[src/rtl/csr_port_arbiter.sv]
// Arbitrates the CSR-file access port between EX-stage core accesses (priority)
// and a host/debug requester with starvation-bounded forward progress.
module csr_port_arbiter #(
  parameter int DWIDTH       = 32,
  parameter int AWIDTH       = 12,
  parameter int STARVE_LIMIT = 8
) (
  input  logic              clk,
  input  logic              rst_n,
  input  logic              core_valid,
  output logic              core_ready,
  input  logic              core_we,
  input  logic              core_rd,
  input  logic [AWIDTH-1:0] core_addr,
  input  logic [2:0]        core_func,
  input  logic [DWIDTH-1:0] core_wdata,
  output logic              core_rvalid,
  output logic [DWIDTH-1:0] core_rdata,
  input  logic              host_req,
  output logic              host_gnt,
  input  logic              host_we,
  input  logic [AWIDTH-1:0] host_addr,
  input  logic [DWIDTH-1:0] host_wdata,
  output logic              host_rvalid,
  output logic [DWIDTH-1:0] host_rdata,
  output logic              csr_we,
  output logic              csr_rd,
  output logic [AWIDTH-1:0] csr_addr,
  output logic [2:0]        csr_func,
  output logic [DWIDTH-1:0] csr_data_in,
  input  logic [DWIDTH-1:0] csr_data_out
);

  localparam logic [2:0] FNC_CSRRW = 3'b001;
  localparam int         CW        = $clog2(STARVE_LIMIT + 1);

  typedef enum logic [1:0] {IDLE, H_ISSUE, H_RSP} state_t;

  state_t            state;
  logic [CW-1:0]     wait_cnt;
  logic              starved;
  logic              host_issue;
  logic              h_we;
  logic [AWIDTH-1:0] h_addr;
  logic [DWIDTH-1:0] h_wdata;
  logic [AWIDTH-1:0] last_addr;
  logic [2:0]        last_func;
  logic [DWIDTH-1:0] last_data;

  assign starved    = (wait_cnt == CW'(STARVE_LIMIT));
  assign host_gnt   = rst_n & (state == IDLE) & host_req & (~core_valid | starved);
  assign core_ready = rst_n & core_valid & ~host_gnt & (state != H_ISSUE);
  assign host_issue = rst_n & (state == H_ISSUE);
  assign core_rdata = csr_data_out;

  // core_ready and host_issue are mutually exclusive, so the port never sees both.
  always_comb begin
    csr_we      = 1'b0;
    csr_rd      = 1'b0;
    csr_addr    = last_addr;
    csr_func    = last_func;
    csr_data_in = last_data;
    if (core_ready) begin
      csr_we      = core_we;
      csr_rd      = core_rd;
      csr_addr    = core_addr;
      csr_func    = core_func;
      csr_data_in = core_wdata;
    end else if (host_issue) begin
      csr_we      = h_we;
      csr_rd      = 1'b1;
      csr_addr    = h_addr;
      csr_func    = FNC_CSRRW;
      csr_data_in = h_wdata;
    end
  end

  always_ff @(posedge clk) begin
    if (!rst_n) begin
      state       <= IDLE;
      wait_cnt    <= '0;
      h_we        <= 1'b0;
      h_addr      <= '0;
      h_wdata     <= '0;
      last_addr   <= '0;
      last_func   <= '0;
      last_data   <= '0;
      host_rdata  <= '0;
      host_rvalid <= 1'b0;
      core_rvalid <= 1'b0;
    end else begin
      last_addr   <= csr_addr;
      last_func   <= csr_func;
      last_data   <= csr_data_in;
      core_rvalid <= core_ready & core_rd;
      host_rvalid <= (state == H_RSP);
      if (state == H_RSP)
        host_rdata <= csr_data_out;

      if (!host_req || host_gnt)
        wait_cnt <= '0;
      else if (!starved)
        wait_cnt <= wait_cnt + CW'(1);

      case (state)
        IDLE: begin
          if (host_gnt) begin
            state   <= H_ISSUE;
            h_we    <= host_we;
            h_addr  <= host_addr;
            h_wdata <= host_wdata;
          end
        end
        H_ISSUE: state <= H_RSP;
        H_RSP:   state <= IDLE;
        default: state <= IDLE;
      endcase
    end
  end

endmodule

[config.mk]
export PLATFORM = sky130hd
export DESIGN_NAME = csr_port_arbiter
export DESIGN_NICKNAME = d
export VERILOG_FILES = /design/src/rtl/csr_port_arbiter.sv
export SDC_FILE = /design/constraint.sdc
export NUM_CORES = 1
export LEC_CHECK = 0
export BUFFER_PORTS_ARGS = -buffer_cell sky130_fd_sc_hd__clkbuf_2
export CAP_MARGIN = 5
export CORE_AREA = 5 5 129 131
export DETAILED_ROUTE_END_ITERATION = 8
export DIE_AREA = 0 0 134 136
export PLACE_DENSITY = 0.72
export SYNTH_ARGS = -nofsm -noshare
export SYNTH_HDL_FRONTEND = slang
export SYNTH_SLANG_ARGS = --single-unit
[constraint.sdc]
create_clock -name clk -period 1.8 [get_ports clk]
set_input_delay 0.09 -clock clk [delete_from_list [all_inputs] [get_ports clk]]
set_output_delay 0.09 -clock clk [all_outputs]
set_load 0.005 [all_outputs]
==> results.py <==
metrics = {
    "layout": {
        "final_core_util_pct": 64.2,
        "final_cells": 1202,
        "fillers": 1190,
        "drive_gt1_share_pct": 42.3,
        "seq_area_mm2": 0.00265,
        "final_nets": 1128,
        "multi_input_area_mm2": 0.00364,
        "syn_to_final_growth_pct": 47.1,
    },
    "yosys": {
        "synth_edf_count": 0,
        "synth_top_flop_cell": "dfxtp_1",
        "yosysSeqAreaShare_pct": 39.1,
        "ys_warn_count": 0,
        "synth_cells": 703,
        "synthArstFlopShare_pct": 0,
        "ys_types": 37,
        "ys_ff_latch": 132,
        "synth_nets": 835,
        "avgSynthCellArea_um2": 9.61,
        "syn_area_mm2": 0.00676,
    },
    "routing": {
        "routed_wl_um": 22200,
        "drtIter0Drc": 358,
        "ant_nets": 0,
        "vias": 6561,
        "drt_first_pass_iters": 4,
        "wl_per_cell_um": 18.4,
        "via_per_inst": 5.46,
        "drc": 0,
    },
    "timing": {
        "finClkSkew_ns": 0.00492,
        "final.min_clock_period_ns": 2.22,
        "tns_ns": -19.34,
        "finalSetupViolCount": 51,
        "worstMarginPinSlew_ns": 0.767,
        "slew_violations": 0,
        "rsz0062_at_grt": "yes",
        "fin_ws_ns": -0.424,
        "fmax_mhz": 450,
        "min_period_over_period_pct": 124,
        "hold_violations": 0,
        "slew-limit-headroom_pct": 48.9,
    },
    "worst_setup_path": {
        "max_stage_delay_ns": 0.32,
        "cp_max_fo": 8,
        "crit_type": "reg2out",
        "slowest_stage": "dfxtp_2",
        "worstSetupStartpointType": "flip-flop",
        "endpoint_kind": "output port",
        "critPathRequiredTime_ns": 1.71,
        "cp.arrival_ns": 2.13,
        "worstPathCellList": "inv_2 -> ha_4 -> nand3b_1 -> o2111ai_4 -> buf_12 -> clkbuf_16 -> mux2_4 -> clkbuf_2",
    },
    "power_and_ir_drop": {
        "power.leakage_uw": 0.00477,
        "power_uw": 8180,
        "p_per_area_mw_per_mm2": 823,
        "ir_drop_v": 0.000671,
    },
    "place": {
        "hpwlAfterDp_um": 13200,
        "io_buffers": 246,
        "gp_congestion": 0.796,
        "dp_cells": 1068,
    },
    "run_status": {
        "violations": "setup timing",
        "outcome": "finished with violations",
    },
    "clocking": {
        "insertion_delay_ns": 0.41,
        "htreeDepth": 4,
        "numCtsBuffers": 17,
        "numClockSinks": 132,
        "clk_pin_slew_worst_paths_ns": 0.06,
        "cts-root-buf": "clkbuf_16",
        "cts_tree": "done",
        "cts.path.max_buffers": 2,
    },
    "grt": {
        "grt_pass1_wl_um": 32500,
        "grt_pass1_vias": 6254,
        "grt_use_total_pct": 22.2,
        "antenna_found_initial": 0,
        "overflow": 0,
        "grt_max_degree": 74,
    },
    "floorplanning": {
        "dieArea_mm2": 0.0182,
        "initial_utilization_pct": 43.7,
        "fp-row-count": 46,
        "core_mm2": 0.0155,
        "die_y_um": 136,
        "die_w_um": 134,
        "io_pins": 247,
    },
    "hold_path": {
        "holdCritPathClass": "in2reg",
    },
    "job": {
        "drv_cap": 0,
    },
}
==> report_power, final <==
group | switching, uW | internal (uW) | leakage, uW | total [uW]
Combinational | 658 | 820 | 0.00340 | 1480
Sequential | 54.2 | 3080 | 0.00108 | 3130
Clock | 1320 | 2250 | 0.000281 | 3570
Total | 2030 | 6150 | 0.00477 | 8180
==> layer usage <==
layer | global-route usage (%) | share of wire [%]
met3 | 5.70 | 7.0
met4 | 7.43 | 2.0
met1 | 27.5 | 42
met5 | 0 | 0
met2 | 37.7 | 49
==> cell families (layout without fill, tap and decap cells) <==
family	count (synthesis)	count (layout)	synth area share [%]
compound gates	223	223	26.2
simple gates	135	135	8.18
mux	92	92	16.3
other cells	0	1	0
buf+inv	117	423	9.59
xor+xnor	2	2	0.259
fa+ha+maj	2	2	0.370
flops	132	132	39.1
==> synth_stat cells, types with 3 or more instances <==
| cell | n | share of area (%) |
|---|---|---|
| nand2b_1 | 3 | 0.28 |
| mux2i_1 | 3 | 0.44 |
| nand2_1 | 117 | 6.5 |
| a21oi_1 | 36 | 2.7 |
| clkbuf_1 | 41 | 2.3 |
| dfxtp_1 | 132 | 39 |
| mux2_2 | 66 | 11 |
| buf_6 | 3 | 0.50 |
| buf_4 | 40 | 4.4 |
| mux2_1 | 5 | 0.83 |
| o211a_1 | 44 | 6.5 |
| nand3_1 | 5 | 0.37 |
| o21ai_0 | 45 | 3.3 |
| buf_2 | 20 | 1.5 |
| inv_1 | 5 | 0.28 |
| mux2_4 | 18 | 4.0 |
| o211ai_1 | 46 | 5.1 |
| a2111o_1 | 44 | 7.3 |
| buf_1 | 5 | 0.28 |
==> worst paths after layout <==
path / from / endpoint / slack (ns) / depth (start not counted)
worst max-delay path: wait_cnt[0] / csr_data_in[22] / -0.42 / 8
worst min-delay path: core_wdata[21] / last_data[21] / 0.02 / 3
worst max register to register: wait_cnt[0] / h_addr[10] / 0.04 / 9
worst min register to register: host_rdata[25] / host_rdata[25] / 0.45 / 2
==> registers in the layout, summed over array words and instances (netlist names) <==
name         cells
last_func        3
state            2
last_addr       12
last_data       32
h_addr          12
h_we             1
host_rdata      32
h_wdata         32
host_rvalid      1
core_rvalid      1
wait_cnt         4
==> worst max-delay path, delay by kind of cell, from the launching register on <==
kind | cells | cell delay (ns)
AOI/OAI and AO/OA | 1 | 0.26
adders and majority gates | 1 | 0.12
buffers and inverters | 4 | 0.56
DFF | 1 | 0.32
muxes | 1 | 0.31
and+or+nand+nor | 1 | 0.15
==> cell usage in the layout, fill, tap and decap left out, types with 3 or more instances in the layout <==
cell type	netlist	routed
clkbuf_2	0	241
dfxtp_1	132	130
nand2_1	117	117
dlygate4sd3_1	0	88
o211ai_1	46	46
o21ai_0	45	44
a2111o_1	44	44
o211a_1	44	44
mux2_4	18	43
mux2_2	66	41
a21oi_1	36	35
buf_4	40	27
clkbuf_16	0	22
buf_12	0	12
buf_6	3	8
clkinvlp_4	0	6
mux2_1	5	5
nand3_1	5	5
inv_2	2	4
inv_1	5	3
mux2i_1	3	3
bufinv_16	0	3
==> layout make-up <==
type	count	share of cell area [%]
Timing Repair Buffer	384	28.0
Clock inverter	12	1.55
Clock buffer	20	4.59
Sequential cell	132	26.6
Inverter	7	0.264
Multi-Input combinational cell	454	36.6
Tap cell	192	2.42
Antenna cell	1	0.0252
==> per-stage QoR <==
stage | setup WS [ns] | area, um2 | hold slack, ns
final | -0.424 | 9940 | 0.0228
after global routing | -0.506 | 9940 | 0.0185
after CTS | -0.435 | 9620 | 0.00311
after detailed placement | 0.0254 | 8070 | 0.316
after global placement | 0.0454 | 8070 | 0.312
after floorplan | 0.0585 | 6760 | 0.207
==> what timing repair did <==
item / in CTS / in global routing
resized for setup: 2 / 41
hold buffers: 88 / 0
setup endpoints to repair: 51 / 77
setup buffers: 2 / 3
pin swaps: 1 / 2
gates cloned: 1 / 7
hold endpoints to repair: 88 / 0
Power figures use the tool's default switching activity.
